`src/rtl/icache_fetcher.sv`:
```
// Instruction fetch stage: PC register, direct-mapped one-word-per-line I-cache, single-outstanding
// memory read on miss. Define ICACHE_EN to instantiate the cache; otherwise every fetch goes to memory.
module icache_fetcher #(
  parameter int          ICACHE_LINES = 256,
  parameter logic [31:0] RESET_PC     = 32'h0
) (
  input  logic        clk,
  input  logic        rst_n,
  input  logic        rdy,
  output logic        out_mem_ce,
  output logic [31:0] out_mem_addr,
  input  logic        in_mem_ce,
  input  logic [31:0] in_mem_data,
  input  logic        in_iq_full,
  output logic        out_inst_valid,
  output logic [31:0] out_inst,
  output logic [31:0] out_pc,
  input  logic        in_rob_misbranch,
  input  logic [31:0] in_rob_newpc
);

  localparam int IDX_W = $clog2(ICACHE_LINES);
  localparam int TAG_W = 30 - IDX_W;

  typedef enum logic {S_FETCH, S_WAIT} state_t;

  state_t      state_q, state_d;
  logic [31:0] pc_q, pc_d;
  logic [31:0] buf_q, buf_d;
  logic [31:0] buf_pc_q, buf_pc_d;
  logic        buf_valid_q, buf_valid_d;
  logic        mem_ce_q, mem_ce_d;
  logic [31:0] mem_addr_q, mem_addr_d;
  logic        inst_valid_q, inst_valid_d;
  logic [31:0] inst_q, inst_d;
  logic [31:0] opc_q, opc_d;

  logic        fill_we;
  logic        hit;
  logic [31:0] hit_word;
  logic        buf_match;

`ifdef ICACHE_EN
  logic [IDX_W-1:0]        pc_idx;
  logic [TAG_W-1:0]        pc_tag;
  logic [ICACHE_LINES-1:0] line_valid_q;
  logic [31:0]             line_data_q [ICACHE_LINES];
  logic [TAG_W-1:0]        line_tag_q  [ICACHE_LINES];

  assign pc_idx   = pc_q[IDX_W+1:2];
  assign pc_tag   = pc_q[31:IDX_W+2];
  assign hit      = line_valid_q[pc_idx] && (line_tag_q[pc_idx] == pc_tag);
  assign hit_word = line_data_q[pc_idx];

  always_ff @(posedge clk or negedge rst_n) begin
    if (!rst_n) begin
      line_valid_q <= '0;
    end else if (fill_we) begin
      line_valid_q[pc_idx] <= 1'b1;
    end
  end

  // Payload arrays need no reset: a line is only read once its valid bit is set.
  always_ff @(posedge clk) begin
    if (fill_we) begin
      line_data_q[pc_idx] <= in_mem_data;
      line_tag_q[pc_idx]  <= pc_tag;
    end
  end
`else
  logic [IDX_W-1:0] unused_idx;
  logic             unused_fill;

  assign unused_idx  = pc_q[IDX_W+1:2];
  assign unused_fill = fill_we;
  assign hit         = 1'b0;
  assign hit_word    = 32'h0;
`endif

  assign buf_match = buf_valid_q && (buf_pc_q == pc_q);

  always_comb begin
    state_d      = state_q;
    pc_d         = pc_q;
    buf_d        = buf_q;
    buf_pc_d     = buf_pc_q;
    buf_valid_d  = buf_valid_q;
    mem_ce_d     = mem_ce_q;
    mem_addr_d   = mem_addr_q;
    inst_valid_d = inst_valid_q;
    inst_d       = inst_q;
    opc_d        = opc_q;
    fill_we      = 1'b0;
    if (rdy) begin
      mem_ce_d     = 1'b0;
      inst_valid_d = 1'b0;
      if (in_rob_misbranch) begin
        // Redirect wins over everything, including a response landing this cycle.
        pc_d        = in_rob_newpc;
        state_d     = S_FETCH;
        buf_valid_d = 1'b0;
      end else begin
        case (state_q)
          S_FETCH: begin
            if (hit || buf_match) begin
              if (!in_iq_full) begin
                inst_valid_d = 1'b1;
                inst_d       = hit ? hit_word : buf_q;
                opc_d        = pc_q;
                pc_d         = pc_q + 32'd4;
                buf_valid_d  = 1'b0;
              end
            end else begin
              mem_ce_d   = 1'b1;
              mem_addr_d = pc_q;
              state_d    = S_WAIT;
            end
          end
          S_WAIT: begin
            if (in_mem_ce) begin
              buf_d       = in_mem_data;
              buf_pc_d    = pc_q;
              buf_valid_d = 1'b1;
              fill_we     = 1'b1;
              state_d     = S_FETCH;
            end
          end
          default: state_d = S_FETCH;
        endcase
      end
    end
  end

  always_ff @(posedge clk or negedge rst_n) begin
    if (!rst_n) begin
      state_q      <= S_FETCH;
      pc_q         <= RESET_PC;
      buf_q        <= 32'h0;
      buf_pc_q     <= 32'h0;
      buf_valid_q  <= 1'b0;
      mem_ce_q     <= 1'b0;
      mem_addr_q   <= 32'h0;
      inst_valid_q <= 1'b0;
      inst_q       <= 32'h0;
      opc_q        <= 32'h0;
    end else begin
      state_q      <= state_d;
      pc_q         <= pc_d;
      buf_q        <= buf_d;
      buf_pc_q     <= buf_pc_d;
      buf_valid_q  <= buf_valid_d;
      mem_ce_q     <= mem_ce_d;
      mem_addr_q   <= mem_addr_d;
      inst_valid_q <= inst_valid_d;
      inst_q       <= inst_d;
      opc_q        <= opc_d;
    end
  end

  assign out_mem_ce     = mem_ce_q;
  assign out_mem_addr   = mem_addr_q;
  assign out_inst_valid = inst_valid_q;
  assign out_inst       = inst_q;
  assign out_pc         = opc_q;

endmodule

```
`config.mk`:
```
export PLATFORM = sky130hd
export DESIGN_NAME = icache_fetcher
export DESIGN_NICKNAME = d
export VERILOG_FILES = /design/src/rtl/icache_fetcher.sv
export SDC_FILE = /design/constraint.sdc
export NUM_CORES = 1
export LEC_CHECK = 0
export CAP_MARGIN = 0
export CORE_MARGIN = 4
export CORE_UTILIZATION = 45
export CTS_CLUSTER_DIAMETER = 40
export CTS_CLUSTER_SIZE = 40
export DETAILED_ROUTE_END_ITERATION = 8
export DONT_BUFFER_PORTS = 1
export PLACE_DENSITY = 0.72
export SYNTH_ARGS = -nofsm -noshare
export SYNTH_HDL_FRONTEND = slang
export SYNTH_SLANG_ARGS = --single-unit
```
`constraint.sdc`:
```
create_clock -name clk -period 3.65 [get_ports clk]
set_input_delay 0.5475 -clock clk [delete_from_list [all_inputs] [get_ports clk]]
set_output_delay 0.5475 -clock clk [all_outputs]
set_load 0.01 [all_outputs]
```
### Yosys cells after proc, flatten, opt, wreduce, memory -nomap -nowiden

Cells that the tools add are included.

| word-level totals | value |
|---|---|
| bits in registers | 196 |
| input bits | 70 |
| word-level logic and storage cells | 47 |

| operators by class | value |
|---|---|
| $add $sub $neg | 1 |
| equal/unequal tests | 6 |
| mux-type cells | 19 |
| bitwise gates (word level) | 4 |
| reduce and logical (&&, ||, !) cells | 7 |

Operator list:

| operator | number |
|---|---|
| 32-bit two-way mux | 4 |
| 32-bit by 3-bit adder with 32-bit output (second input constant) | 1 |
| 32-bit equality test | 1 |
| 4-bit AND reduction | 4 |
| 1-bit two-way mux | 13 |
| 3-bit inequality test (second input constant) | 3 |
| 5-bit AND reduction | 1 |
| 1-bit NOT | 4 |
| 1-bit one-hot mux with 2 select lines | 2 |
| 2-bit by 1-bit inequality test with 1-bit output (second input constant) | 1 |
| 2-bit inequality test (second input constant) | 1 |
| 2-bit nonzero test | 1 |
| 1-bit logical AND | 1 |

### Logic depth before layout (Yosys ltp)

Gate-level depths: netlist of run 1.

| logic depth | value |
|---|---|
| word-level depth | 5 |
| gate-level depth with buffers | 9 |

### Worst setup path before layout of run 1

OpenSTA, ideal clock, no wires.

| timing | value |
|---|---|
| path type | reg-to-reg |
| start | register pc_q[24] |
| end | register inst_q[31], in the netlist out_inst[31] |
| setup time | 0.125 ns |
| arrival | 2.246 ns |
| required time | 3.525 ns |
| setup slack | 1.279 ns |
| stages on the path, launching flop included | 8 |
| buffers on the path | 2 |
| clock period less this slack | 2.371 ns |
| cell sequence | dfrtp_1 -> clkbuf_1 -> xor2_1 -> or4_1 -> nor4_4 -> nand2_4 -> buf_6 -> mux2_4 |

| on the way | value |
|---|---|
| longest elaborated chain between the ends | 3 |

Ends and longest elaborated chain:

| item | line | text |
|---|---|---|
| start, declared | 28 | `logic [31:0] pc_q, pc_d;` |
| start signal, assigned | 148 | `pc_q <= pc_d;` |
| 32-bit equality test | 80 | `assign buf_match = buf_valid_q && (buf_pc_q == pc_q);` |
| 1-bit logical AND | 80 |  |
| 5-bit AND reduction (no line) | - |  |
| end signal, assigned | 155 | `inst_q <= inst_d;` |
| end, declared | 35 | `logic [31:0] inst_q, inst_d;` |

Every way passes these cells.
A chain may end at the register's enable or synchronous reset.

### Final worst setup path of run 1

| timing | value |
|---|---|
| start | register pc_q[23] |
| end | register mem_addr_q[10], in the netlist out_mem_addr[10] |

| on the way | value |
|---|---|
| longest elaborated chain between the ends | 4 |

Ends and longest elaborated chain:

| item | line | text |
|---|---|---|
| 32-bit equality test | 80 |  |
| 1-bit logical AND | 80 |  |
| 1-bit NOT (no line) | - |  |
| 4-bit AND reduction (no line) | - |  |
| end signal, assigned | 153 | `mem_addr_q <= mem_addr_d;` |
| end, declared | 33 | `logic [31:0] mem_addr_q, mem_addr_d;` |

Every way passes these cells.

==> results of run 1 <==
critical path: cells and delay by family, from the launching register on:
family | cells | cell delay, ns
mux | 1 | 0.35
buf+inv | 1 | 0.24
flops | 1 | 0.50
xor+xnor | 1 | 0.24
simple gates | 4 | 1.48
through the flow:
step | power (mW) | hold slack [ns] | utilization, %
6_report | 5.73 | -0.203 | 50.5
5_1_grt | 6.02 | -0.229 | 50.5
4_1_cts | 5.77 | -0.217 | 50.5
3_5_place_dp | 3.92 | 0.258 | 47.4
3_3_place_gp | 3.85 | 0.259 | 47.4
2_1_floorplan | 3.62 | 0.252 | -
kinds of logic (layout without fill, tap and decap cells):
| family | after synthesis | in the layout | synth area share (%) |
|---|---|---|---|
| DFF | 196 | 196 | 56.3 |
| xor gates and xnor gates | 26 | 26 | 2.61 |
| and+or+nand+nor | 171 | 171 | 10.4 |
| adders and majority gates | 1 | 1 | 0.143 |
| AOI/OAI and AO/OA | 78 | 78 | 6.44 |
| muxes | 156 | 156 | 21.0 |
| buffers and inverters | 53 | 55 | 3.07 |
synthesized netlist by cell type, drive strengths merged (4+ instances only):
cell type  number  area, um^2
or3             6        37.5
clkbuf         26         100
dfrtp         196        4900
and4            4        35.0
xnor2           7        61.3
or4             5        37.5
a21oi           6        30.0
a22oi           6        45.0
and3            6        37.5
and2            5        31.3
nand2          41         161
o311ai          4        35.0
o21ai          16        80.1
inv             8        30.0
xor2           19         166
o22ai          10        62.6
nand4          12        81.3
a211oi          7        52.6
nor2           32         123
nand3          18        90.1
o211ai          5        37.5
a311oi          8        70.1
nor3           17        90.1
nor4            7        58.8
mux2          155        1820
nand2b         12        75.1
buf            19         138
what timing repair did:
item | CTS | global route
resized for setup | 0 | 0
hold endpoints to repair | 196 | 196
buffers inserted | 0 | 0
routing by layer:
metal	global-route usage, %	wire [um]	vias up
met3	8.42	2400	38
met2	33.5	10700	300
met5	0	0	-
li1	-	-	2435
met1	25.5	8780	2871
met4	6.94	455	0
worst min-delay path by stage:
| stage | slack [ns] | end | cells past startpoint | start |
|---|---|---|---|---|
| after floorplan | 0.25 | buf_pc_q[0] | 0 | rst_n |
| after global routing | -0.23 | buf_q[19] | 0 | rst_n |
| final | -0.20 | buf_q[28] | 0 | rst_n |
| after detailed placement | 0.26 | buf_q[28] | 0 | rst_n |
| after CTS | -0.22 | buf_q[28] | 0 | rst_n |
| after global placement | 0.26 | buf_q[28] | 0 | rst_n |
power breakdown:
part           switching, mW  leakage (nW)  total, mW  internal, mW
registers              0.430          2.48       3.03          2.60
clock network          0.892         0.282       1.85         0.960
logic                  0.374          1.54      0.845         0.472
total                   1.70          4.30       5.73          4.03
flip-flops by register name, indices dropped and copies added (netlist names):
| name | cells |
|---|---|
| buf_valid_q | 1 |
| out_mem_addr | 32 |
| state_q | 1 |
| out_mem_ce | 1 |
| out_inst | 32 |
| out_pc | 32 |
| out_inst_valid | 1 |
| pc_q | 32 |
| buf_pc_q | 32 |
| buf_q | 32 |
cell type report:
type,count,area [um^2]
repair buffers,15,125
inverters,8,30.0
fillers,1648,9360
well taps,260,325
flip-flops and latches,196,4900
multi-input cells,432,3560
clock buffers,21,470
clock inverters,11,116
==> results.cfg, run 1 <==
[routing]
drt_wl_total_mm = 22.3
drt_iter0_markers = 415
dr.pass1.iters = 6
drc = 0
num_vias = 5644
ant_nets = 0
viasPerCell = 5.99
routedWlPerCell_um = 23.7

[critical_path]
cp-start-kind = flop
cpPeakStageDelay_ns = 0.53
critPathArrivalTime_ns = 3.26
reg2reg_depth = 7
rrSetupSlack_ns = 0.70
cpMaxStageDelayCell = nor4_1
cp_max_fo = 19
crit-reg2reg-launch = pc_q[23]
cp-startpoint = pc_q[23]
crit_path_cell_trace = xor2_1, nor4_1, and4_1, nand4_1, nand2_2, buf_12, mux2_2
cp.required_ns = 3.97
endpoint = out_mem_addr[10]
criticalPathCategory = reg -> reg
timing.rr.end = out_mem_addr[10]
critPathCaptureType = flop

[floorplanning]
fp.dieW_um = 147
dieArea_um2 = 21700
die_h_um = 147
start_util_pct = 46.1
coreArea_um2 = 18900
ios = 168
rows = 50

[timing]
tightest_slew_ns = 0.974
rsz0062_at_grt = no
clock.fmax_mhz = 339
min_period_ns = 2.95
setup_viol = 0
hold_viol_final = 196
fin_ws_ns = 0.704
slew_viol_final = 0
fin_tns_setup_ns = 0
clock_skew_ns = 0.0123
min_period_over_period_pct = 80.7
slew_headroom_pct = 34.9
holdWs_ns = -0.203

[global_route]
track_usage_pct = 20.8
grt_max_degree = 197
gr-total-overflow = 0
grt_pass1_wl_mm = 34.7
antenna_found_initial = 0
grt_pass1_vias = 5913

[placement]
placedCellCount = 911
portBuffers = 0
dpl.hpwl_mm = 15.7
place_ws_ns = 0.702
place_congestion = 0.899
place_area_um2 = 8950

[logic_synthesis]
syn_area_um2 = 8720
syn_area_per_cell_um2 = 12.8
synthArstFlopShare_pct = 100
ys_seq_area_share_pct = 56.3
ys_types = 58
synth_edf_count = 0
synthCells = 681
synth_nets = 752
synth_flop_cell = dfrtp_1
synth_seq_cells = 196
yosys_warnings = 0

[clock_tree]
cts_made_buffers = 17
clock_sinks = 196
clkTransAtPathRegs_ns = 0.08
clock_latency_ns = 0.44
cts_tree = built
cts_root_buf = clkbuf_16
cts_max_level = 4
cts_buffer_depth = 2

[pwr]
ir_drop_mv = 0.330
cellLeakagePower_nw = 4.30
power_density_nw_per_um2 = 601

[flow_run]
maxCapViolCount = 0

[layout]
fin_area_um2 = 9530
layout_common_cells = dfrtp_1, mux2_2, nand2_1
diodes = 0
drive_gt1_share_pct = 30.7
syn2layout_area_growth_pct = 9.34
fin_cells = 943
final_common_cell = dfrtp_1
finalNetCount = 741

[worst_hold_path]
hold_class = in -> async

[run_status]
outcome = finished with violations
violations = negative hold slack
(Power assumes the default switching activity.)
==> run 2, diff against run 1 <==
==> constraint.sdc (replaced) <==
create_clock -name clk -period 2.9 [get_ports clk]
set_input_delay 0.435 -clock clk [delete_from_list [all_inputs] [get_ports clk]]
set_output_delay 0.435 -clock clk [all_outputs]
set_load 0.01 [all_outputs]
==> results.cfg, run 2 (synthesis gave the netlist of run 1 again) <==
[global_route]
grt.met1_usage_pct = 26.3
track_usage_pct = 20.3
grt_max_degree = 197
grt-busiest-layer = met2
gr-total-overflow = 0
grt_pass1_wl_mm = 34.0
antenna_found_initial = 0
grtUsageMet2_pct = 31.8
use_met3_pct = 7.03
grt_pass1_vias = 5804

[floorplanning]
dieArea_um2 = 21700
coreArea_um2 = 18900
ios = 168
start_util_pct = 46.1
die_h_um = 147
fp.dieW_um = 147
rows = 50

[layout]
nFillCells = 1613
final_common_cell = dfrtp_1
layout_common_cells = dfrtp_1, mux2_2, nand2_1
drive_gt1_share_pct = 32.8
diodes = 0
finalNetCount = 760
fin_cells = 961
seqCellArea_um2 = 4900
multi_input_area_um2 = 3590
syn2layout_area_growth_pct = 11.7

[clock_tree]
clock_sinks = 196
cts_buffer_depth = 2
clock_latency_ns = 0.43
cts_made_buffers = 17
cts_tree = built
cts_root_buf = clkbuf_16
cts_max_level = 4
clkTransAtPathRegs_ns = 0.07

[routing]
dr.pass1.iters = 5
drt_iter0_markers = 395
routedWlPerCell_um = 22.7
ant_nets = 0
drc = 0
num_vias = 5569
drt_wl_total_mm = 21.8
viasPerCell = 5.80

[pwr]
clkPwrFrac_pct = 32.6
cellLeakagePower_nw = 4.43
p_comb_share_pct = 16.4
power_frac_seq_pct = 51.0
p_int_mw = 5.26
ir_drop_mv = 0.476
power_density_nw_per_um2 = 754
p_sw_mw = 2.08
total_power_mw = 7.34
swShare_pct = 28.4

[critical_path]
crit-reg2reg-launch = pc_q[6]
timing.rr.end = pc_q[20]
crit_path_cell_trace = xor2_1, nor4_1, and4_1, and4_1, nand2_1, o311ai_0, o311ai_0
critPathCaptureType = flop
critPathArrivalTime_ns = 2.98
cp.required_ns = 3.18
cpPeakStageDelay_ns = 0.49
cp-start-kind = flop
cpMaxStageDelayCell = dfrtp_1
cp_max_fo = 9
criticalPathCategory = reg -> reg
reg2reg_depth = 7
rrSetupSlack_ns = 0.20

[timing]
slew_headroom_pct = 36.2
rsz0062_at_grt = no
min_period_over_period_pct = 93.2
fin_tns_setup_ns = 0
clock.fmax_mhz = 370
clock_skew_ns = 0.00990
tightest_slew_ns = 0.953
setup_viol = 0
min_period_ns = 2.70
slew_viol_final = 0
holdWs_ns = -0.302
hold_viol_final = 196

[flow_run]
maxCapViolCount = 0

[placement]
portBuffers = 0
placedCellCount = 928
dpl.hpwl_mm = 15.5
place_congestion = 0.915

[run_status]
outcome = finished with violations
violations = negative hold slack

[worst_hold_path]
hold_class = in -> async
## run 2: changes by cell type in the layout (fill, tap and decap cells not counted), sizes merged
cell      delta
buf         +19
bufinv       +2
clkinv       +1
clkinvlp     -1
inv          -3
## run 2: worst max-delay path by stage
stage | from | to | cells after the start
final | pc_q[6] | pc_q[20] | 7
after global routing | pc_q[6] | pc_q[20] | 7
after CTS | pc_q[25] | pc_q[20] | 7
after detailed placement | pc_q[25] | pc_q[20] | 7
after global placement | pc_q[25] | pc_q[20] | 7
after floorplan | pc_q[24] | out_inst[31] | 7
## run 2: timing repair
action | in CTS | in global routing
setup endpoints to repair | 0 | 5
buffers inserted | 0 | 2
gates resized for setup | 0 | 5
hold endpoints to repair | 196 | 196
## run 2: per-stage QoR
step | setup WS (ns) | instance area, um^2 | utilization (%)
3_5_place_dp | 0.209 | 9100 | 48.2
3_3_place_gp | 0.225 | 9100 | 48.2
4_1_cts | 0.165 | 9690 | 51.3
6_report | 0.196 | 9740 | 51.6
5_1_grt | 0.0133 | 9740 | 51.6
2_1_floorplan | 0.529 | 8720 | -
## run 2: cell type report
| type | instances | area share [%] |
|---|---|---|
| multi-input combinational | 432 | 36.9 |
| tap | 260 | 3.34 |
| clock buffer | 21 | 4.83 |
| sequential | 196 | 50.4 |
| timing repair buffer | 34 | 3.01 |
| clock inverter | 10 | 1.27 |
| inverter | 8 | 0.308 |
## run 2: metal layers
layer | share of wire [%] | routed length, um | vias up
li1 | - | - | 2469
met3 | 10 | 2210 | 34
met2 | 48 | 10400 | 269
met4 | 2.5 | 544 | 0
met1 | 40 | 8680 | 2797
met5 | 0 | 0 | -
## run 2: power groups by stage
stage / clock [mW] / combinational [mW] / sequential [mW]
2_1_floorplan: 0 / 0.916 / 3.64
4_1_cts: 2.44 / 1.19 / 3.75
3_3_place_gp: 0 / 1.14 / 3.76
3_5_place_dp: 0 / 1.19 / 3.80
6_report: 2.40 / 1.20 / 3.74
5_1_grt: 2.56 / 1.33 / 3.81
## run 2: worst max-delay path, delay by kind of cell (launching register included)
| kind | cells | cell delay [ns] |
|---|---|---|
| DFF | 1 | 0.49 |
| AOI/OAI and AO/OA | 2 | 0.56 |
| xor gates and xnor gates | 1 | 0.22 |
| and+or+nand+nor | 4 | 1.28 |
